--- src/rtl/fp_div_seq.sv ---
// Iterative IEEE-754 single-precision divider: one restoring quotient bit per
// clock, flush-to-zero on denormal inputs, selectable rounding mode.
package fp_div_pkg;
  typedef enum logic [2:0] {
    IEEE_near = 3'd0,
    IEEE_zero = 3'd1,
    IEEE_pinf = 3'd2,
    IEEE_ninf = 3'd3,
    near_up   = 3'd4,
    away_zero = 3'd5
  } round_values;
endpackage

module fp_div_seq
  import fp_div_pkg::*;
#(
  parameter round_values round = IEEE_near
) (
  input logic         clk,
  input logic         rst,
  fp_div_seq_if.slave bus
);

  typedef enum logic [2:0] {IDLE, PREP, DIV, RND, DONE} state_t;

  state_t             state_r;
  logic [31:0]        a_r, b_r;
  logic               sign_r;
  logic signed [9:0]  e_r;
  logic [24:0]        rem_r;
  logic [23:0]        div_r;
  logic [26:0]        q_r;
  logic [4:0]         cnt_r;
  logic               ready_r, valid_r;
  logic [31:0]        z_r;
  logic [7:0]         status_r;

  // operand classification (denormals count as zero)
  logic               sgn_s, a_zero_s, b_zero_s, a_inf_s, b_inf_s, a_nan_s, b_nan_s;
  logic               sp_hit_s;
  logic [31:0]        sp_z_s;
  logic [7:0]         sp_st_s;
  logic signed [9:0]  e_init_s;

  assign sgn_s    = a_r[31] ^ b_r[31];
  assign a_zero_s = (a_r[30:23] == 8'd0);
  assign b_zero_s = (b_r[30:23] == 8'd0);
  assign a_inf_s  = (a_r[30:23] == 8'hFF) && (a_r[22:0] == 23'd0);
  assign b_inf_s  = (b_r[30:23] == 8'hFF) && (b_r[22:0] == 23'd0);
  assign a_nan_s  = (a_r[30:23] == 8'hFF) && (a_r[22:0] != 23'd0);
  assign b_nan_s  = (b_r[30:23] == 8'hFF) && (b_r[22:0] != 23'd0);
  assign e_init_s = $signed({2'b00, a_r[30:23]}) - $signed({2'b00, b_r[30:23]}) + 10'sd127;

  // special-operand result selection, priority NaN > inf > div-by-zero > zero
  always_comb begin
    sp_hit_s = 1'b1;
    sp_z_s   = 32'h0000_0000;
    sp_st_s  = 8'h00;
    if (a_nan_s || b_nan_s || (a_zero_s && b_zero_s) || (a_inf_s && b_inf_s)) begin
      sp_z_s  = 32'h7FC0_0000;
      sp_st_s = 8'h04;
    end else if (a_inf_s) begin
      sp_z_s  = {sgn_s, 8'hFF, 23'd0};
      sp_st_s = 8'h02;
    end else if (b_zero_s) begin
      sp_z_s  = {sgn_s, 8'hFF, 23'd0};
      sp_st_s = 8'h42;
    end else if (a_zero_s || b_inf_s) begin
      sp_z_s  = {sgn_s, 31'd0};
      sp_st_s = 8'h01;
    end else begin
      sp_hit_s = 1'b0;
    end
  end

  // one restoring step: subtract when the partial remainder covers the divisor
  logic        qbit_s;
  logic [23:0] diff_s;
  logic [24:0] rem_nx_s;

  always_comb begin
    qbit_s   = (rem_r >= {1'b0, div_r});
    diff_s   = rem_r[23:0] - div_r;
    if (qbit_s) begin
      rem_nx_s = {diff_s, 1'b0};
    end else begin
      rem_nx_s = {rem_r[23:0], 1'b0};
    end
  end

  // normalisation, rounding and range checks on the finished quotient
  logic [25:0]        qn_s;
  logic signed [9:0]  en_s, er_s;
  logic               g_s, rb_s, st_s, inex_s, inc_s, carry_s;
  logic [22:0]        mant_s;
  logic [31:0]        rn_z_s;
  logic [7:0]         rn_st_s;

  always_comb begin
    if (q_r[26]) begin
      qn_s = q_r[25:0];
      en_s = e_r;
    end else begin
      qn_s = {q_r[24:0], 1'b0};
      en_s = e_r - 10'sd1;
    end
    g_s    = qn_s[2];
    rb_s   = qn_s[1];
    st_s   = qn_s[0] | (rem_r != 25'd0);
    inex_s = g_s | rb_s | st_s;
    case (round)
      IEEE_near: inc_s = g_s & (rb_s | st_s | qn_s[3]);
      IEEE_zero: inc_s = 1'b0;
      IEEE_pinf: inc_s = ~sign_r & inex_s;
      IEEE_ninf: inc_s = sign_r & inex_s;
      near_up:   inc_s = g_s & (rb_s | st_s | ~sign_r);
      away_zero: inc_s = inex_s;
      default:   inc_s = 1'b0;
    endcase
    mant_s  = qn_s[25:3] + {22'd0, inc_s};
    carry_s = inc_s & (&qn_s[25:3]);
    er_s    = en_s + $signed({9'd0, carry_s});
    rn_z_s  = {sign_r, er_s[7:0], mant_s};
    rn_st_s = {2'b00, inex_s, 5'd0};
    if (er_s > 10'sd254) begin
      case (round)
        IEEE_zero: rn_z_s = {sign_r, 31'h7F7F_FFFF};
        IEEE_pinf: rn_z_s = sign_r ? {1'b1, 31'h7F7F_FFFF} : 32'h7F80_0000;
        IEEE_ninf: rn_z_s = sign_r ? 32'hFF80_0000 : 32'h7F7F_FFFF;
        default:   rn_z_s = {sign_r, 8'hFF, 23'd0};
      endcase
      rn_st_s = (rn_z_s[30:0] == 31'h7F80_0000) ? 8'h32 : 8'h30;
    end else if (er_s < 10'sd1) begin
      rn_z_s  = {sign_r, 31'd0};
      rn_st_s = 8'h29;
    end else begin
      rn_z_s  = {sign_r, er_s[7:0], mant_s};
      rn_st_s = {2'b00, inex_s, 5'd0};
    end
  end

  // control FSM with registered handshake and result outputs
  always_ff @(posedge clk or posedge rst) begin
    if (rst) begin
      state_r  <= IDLE;
      a_r      <= 32'd0;
      b_r      <= 32'd0;
      sign_r   <= 1'b0;
      e_r      <= 10'sd0;
      rem_r    <= 25'd0;
      div_r    <= 24'd0;
      q_r      <= 27'd0;
      cnt_r    <= 5'd0;
      ready_r  <= 1'b1;
      valid_r  <= 1'b0;
      z_r      <= 32'd0;
      status_r <= 8'd0;
    end else begin
      case (state_r)
        IDLE: begin
          valid_r <= 1'b0;
          if (bus.start) begin
            a_r     <= bus.a;
            b_r     <= bus.b;
            ready_r <= 1'b0;
            state_r <= PREP;
          end
        end
        PREP: begin
          if (sp_hit_s) begin
            z_r      <= sp_z_s;
            status_r <= sp_st_s;
            valid_r  <= 1'b1;
            state_r  <= DONE;
          end else begin
            sign_r  <= sgn_s;
            e_r     <= e_init_s;
            rem_r   <= {2'b01, a_r[22:0]};
            div_r   <= {1'b1, b_r[22:0]};
            q_r     <= 27'd0;
            cnt_r   <= 5'd26;
            state_r <= DIV;
          end
        end
        DIV: begin
          q_r   <= {q_r[25:0], qbit_s};
          rem_r <= rem_nx_s;
          if (cnt_r == 5'd0) begin
            state_r <= RND;
          end else begin
            cnt_r <= cnt_r - 5'd1;
          end
        end
        RND: begin
          z_r      <= rn_z_s;
          status_r <= rn_st_s;
          valid_r  <= 1'b1;
          state_r  <= DONE;
        end
        DONE: begin
          valid_r <= 1'b0;
          ready_r <= 1'b1;
          state_r <= IDLE;
        end
        default: begin
          valid_r <= 1'b0;
          ready_r <= 1'b1;
          state_r <= IDLE;
        end
      endcase
    end
  end

  assign bus.ready  = ready_r;
  assign bus.valid  = valid_r;
  assign bus.z      = z_r;
  assign bus.status = status_r;

endmodule

--- src/rtl/fp_div_seq_if.sv ---
// Handshake bundle for the sequential single-precision divider.
interface fp_div_seq_if;
  logic        start;
  logic [31:0] a;
  logic [31:0] b;
  logic        ready;
  logic        valid;
  logic [31:0] z;
  logic [7:0]  status;

  modport master (output start, a, b, input ready, valid, z, status);
  modport slave  (input start, a, b, output ready, valid, z, status);
endinterface

--- src/flat_wrapper.sv ---
// flat-port wrapper written by rule: the top's interface ports become plain ports
module fp_div_seq_flat import fp_div_pkg::*;
#(
  parameter round_values round = IEEE_near
)
  (clk, rst, bus_start, bus_a, bus_b, bus_ready, bus_valid, bus_z, bus_status);
  fp_div_seq_if bus_i ();
  input logic clk;
  input logic rst;
  input wire logic [$bits(bus_i.start)-1:0] bus_start;
  input wire logic [$bits(bus_i.a)-1:0] bus_a;
  input wire logic [$bits(bus_i.b)-1:0] bus_b;
  output wire logic [$bits(bus_i.ready)-1:0] bus_ready;
  output wire logic [$bits(bus_i.valid)-1:0] bus_valid;
  output wire logic [$bits(bus_i.z)-1:0] bus_z;
  output wire logic [$bits(bus_i.status)-1:0] bus_status;
  assign bus_i.start = bus_start;
  assign bus_i.a = bus_a;
  assign bus_i.b = bus_b;
  assign bus_ready = bus_i.ready;
  assign bus_valid = bus_i.valid;
  assign bus_z = bus_i.z;
  assign bus_status = bus_i.status;
  fp_div_seq #(.round(round)) u_core (.clk(clk), .rst(rst), .bus(bus_i));
endmodule
--- config.mk ---
export PLATFORM = sky130hd
export DESIGN_NAME = fp_div_seq_flat
export DESIGN_NICKNAME = d
export VERILOG_FILES = /design/src/rtl/fp_div_seq.sv /design/src/rtl/fp_div_seq_if.sv /design/src/flat_wrapper.sv
export SDC_FILE = /design/constraint.sdc
export NUM_CORES = 1
export LEC_CHECK = 0
export ABC_AREA = 1
export CORE_MARGIN = 10
export CORE_UTILIZATION = 25
export DETAILED_ROUTE_END_ITERATION = 6
export HOLD_SLACK_MARGIN = 0.05
export SYNTH_ARGS = -nofsm -noshare
export SYNTH_HDL_FRONTEND = slang
export SYNTH_SLANG_ARGS = --single-unit
--- constraint.sdc ---
create_clock -name clk -period 10.1 [get_ports clk]
set_input_delay 2.525 -clock clk [delete_from_list [all_inputs] [get_ports clk]]
set_output_delay 2.525 -clock clk [all_outputs]
set_load 0.03 [all_outputs]
==> summary.md <==
| Metric | Value |
|---|---|
| Synth area leaders | dfrtp_1 (43%), nand2_1 (11%), inv_1 (6.0%), nor2_1 (5.2%), o21ai_0 (5.2%) |
| Drt first pass iters | 5 |
| Post-Place Cells | 2,191 |
| Post-CTS sizing | 0 |
| Area grow syn2layout | 19.38% |
| Setup-failing EPs final | 0 |
| Area leader, netlist | dfrtp_1 |
| CTS root buf | clkbuf_16 |
| CTS Hold Bufs | 0 |
| Maximum clock rate | 0.2297 GHz |
| Clock Skew | 0.01894 ns |
| Post-Route WL | 31,470 um |
| Vias/cell | 4.561 |
| Cell area power density | 357.5 nW/um^2 |
| Synth Area per Inst | 7.657 sq um |
| # IOs | 109 |
| Max cap viols | 0 |
| Largest family of logic cells by synthesized area | simple AND/OR/NAND/NOR gates |
| GPL Wtd Cong | 0.8813 |
| Synth Area in XOR/XNOR | 3.008% |
| Post-Synth Simple-Gate Area | 25.91% |
| Largest net degree at the start of global routing | 134 |
| CP max FO | 43 |
| HP Class | register to register |
| First-pass GRT wire length | 52,950 um |
| Placed cell areas | 13,300 sq um |
| CTS sink count | 200 |
| Post-synthesis compound-gate area fraction | 13.77% |
| Mux share of post-synthesis cell area | 1.160% |
| Clk_lat worst skew | 0.47 ns |
| Synth Instances | 1,521 |
| Yosys reg bits | 200 |
| Worst slew margin | 27.93% |
| Vias | 10,140 |
| FFs w/ async S/R, synth | 100.0% |
| Most common cell in the synthesized netlist | nand2_1 |
| Mapped Area | 11,650 sq um |
| Min Tclk post-route | 4.353 ns |
| Post-route cell area | 13,900 sq um |
| Starting Density | 25.18% |
| Fraction of the mapped netlist area in adder cells | 4.641% |
| Core area | 46,260 sq um |
| Distinct cell type count after synthesis | 51 |
| Antenna violations before repair | 0 |
| WP data required | 10.45 ns |
| Total global routing overflow | 0 |
| Share of the synthesized area in the top cell type | 42.76% |
| Pleak | 0.006314 uW |
| GRT Overall Usage | 11.42% |
| Clk slew on worst S/H paths | 0.08 ns |
| Die H | 235.8 um |
| Post-route ant nets | 0 |
| CTS tree | yes |
| Setup crit end kind | register |
| RSZ-0062 raised after global routing | no |
| CTS buffer count | 17 |
| H-Tree Level Count | 4 |
| Post-Syn Nets | 1,630 |
| Port-buffer cells | 107 |
| Sequential share of the synthesized area | 42.98% |
| EDFF count, synth | 0 |
| HPWL after detailed placement | 23,860 um |
| FP Rows | 79 |
| DRT iter0 DRCs | 692 |
| Outcome | finished, final reports clean |
| Full die area | 55,620 sq um |
| Crit path kind | register to register |
| Worst-margin pin slew | 1.081 ns |
| Wire per inst | 14.16 um |
| Clock Tree Buf Depth | 2 |
| Vias in the first global route | 10,140 |
| ANT cells | 0 |
| Fin nets | 1,712 |
| Setup crit start kind | register |
| Share of layout cells above drive strength 1 | 6.498% |
| Post-CTS Setup Bufs | 0 |
| Total power | 4971 uW |
| VDD IR max | 0.0001342 V |
| CP arrival | 4.70 ns |
| Hold Vio Cnt, Final | 0 |
| Tcrit/Tclk final | 43.10% |
| Residual DRC | 0 |
| Commonest cells in the netlist | nand2_1 (332), dfrtp_1 (199), inv_1 (186) |
| Die extent in x | 235.8 um |
| Setup TNS | 0 ns |
| Prevailing post-synth register cell | dfrtp_1 |
| Slew Limit Fails | 0 |
| Ys Warns | 0 |
| Min Hold Slack | 0.4664 ns |
| Finished Layout Cells | 2,223 |
==> through the flow <==
step / worst slack, ns / util [%]
CTS: 5.802 / 30.06
floorplan: 2.123 / -
global placement: 5.393 / 28.74
finish: 5.747 / 30.06
global route: 5.322 / 30.06
detailed placement: 5.355 / 28.74
==> critical path: stages (launching register included) <==
cell	delay (ns)
dfrtp_1	0.58
buf_4	0.49
o21ai_1	0.31
nor2_1	0.15
nand2_1	0.14
nor4b_1	0.30
nand3_1	0.18
a211oi_1	0.23
ha_1	0.21
inv_1	0.05
nor2_1	0.18
nand3_2	0.12
nor2_2	0.13
nand3_2	0.09
nand2_1	0.07
nand2_1	0.09
nand3_2	0.09
nand2_2	0.07
a21oi_2	0.44
o21ai_1	0.16
nand2_1	0.10
nand2_1	0.05
==> layer usage <==
layer | up-vias | track usage, % | part of all wire (%)
li1 | 5146 | - | -
met1 | 4767 | 15.30 | 49
met2 | 202 | 18.12 | 45
met3 | 24 | 2.638 | 4.6
met4 | 0 | 2.972 | 1.2
met5 | - | 0 | 0
==> worst paths after layout <==
kind,slack (ns),end,start,cells past startpoint
hold reg to reg,0.47,u_core.div_r[23]$_DFFE_PP0P_,u_core.div_r[23]$_DFFE_PP0P_,2
min in group asynchronous,2.62,u_core.bus.z[1]$_DFFE_PP0P_,rst,2
hold / removal,0.47,u_core.div_r[23]$_DFFE_PP0P_,u_core.div_r[23]$_DFFE_PP0P_,2
setup / recovery,5.75,u_core.bus.z[28]$_DFFE_PP0P_,u_core.q_r[26]$_DFFE_PP0P_,21
max in group asynchronous,5.92,u_core.div_r[4]$_DFFE_PP0P_,rst,3
setup reg to reg,5.75,u_core.bus.z[28]$_DFFE_PP0P_,u_core.q_r[26]$_DFFE_PP0P_,21
==> power by group <==
part / switching (uW) / internal, uW / leakage, uW
logic: 1870 / 1010 / 0.00361
registers: 228 / 1160 / 0.00242
clock network: 332 / 378 / 0.000285
==> cells by family after synthesis <==
kind of cell,count (synthesis)
buf+inv,246
mux,12
fa+ha+maj,42
xor+xnor,40
compound gates,297
flops,200
simple gates,683
other cells,1
==> registers in the layout (all words and copies together), names as in the netlist, 3 cells and up <==
name / flops
u_core.bus.status: 7
u_core.div_r: 24
u_core.cnt_r: 5
u_core.state_r: 3
u_core.q_r: 27
u_core.b_r: 32
u_core.e_r: 10
u_core.a_r: 32
u_core.rem_r: 25
u_core.bus.z: 32
==> cell usage in the layout, fill, tap and decap left out, types with 6 or more instances in the layout <==
cell / Yosys / routed
nand3_2: 12 / 12
inv_2: 8 / 8
buf_4: 3 / 7
nand2_2: 11 / 12
a21oi_1: 109 / 109
o21ai_0: 120 / 120
nor2_1: 162 / 162
o22ai_1: 28 / 28
nor3_1: 16 / 16
clkdlybuf4s50_1: 0 / 107
dfrtp_1: 199 / 199
xnor2_1: 15 / 15
nand3_1: 78 / 77
xor2_1: 25 / 25
inv_1: 186 / 185
nor2_2: 6 / 6
nor4_1: 9 / 9
mux2_2: 12 / 12
nand4_1: 38 / 38
o21a_1: 7 / 7
o21ai_1: 10 / 10
nand2_1: 332 / 331
clkbuf_16: 0 / 17
ha_1: 40 / 40
==> layout make-up <==
class	instances	area, sq um
multi-input combinational	1075	5667
clock inverter	14	168.9
tap	607	759.5
timing repair buffer	114	1124
inverter	195	739.5
sequential	200	5006
clock buffer	18	439.2
fill	5053	32360
No activity file was read; power rests on OpenSTA's default activity.
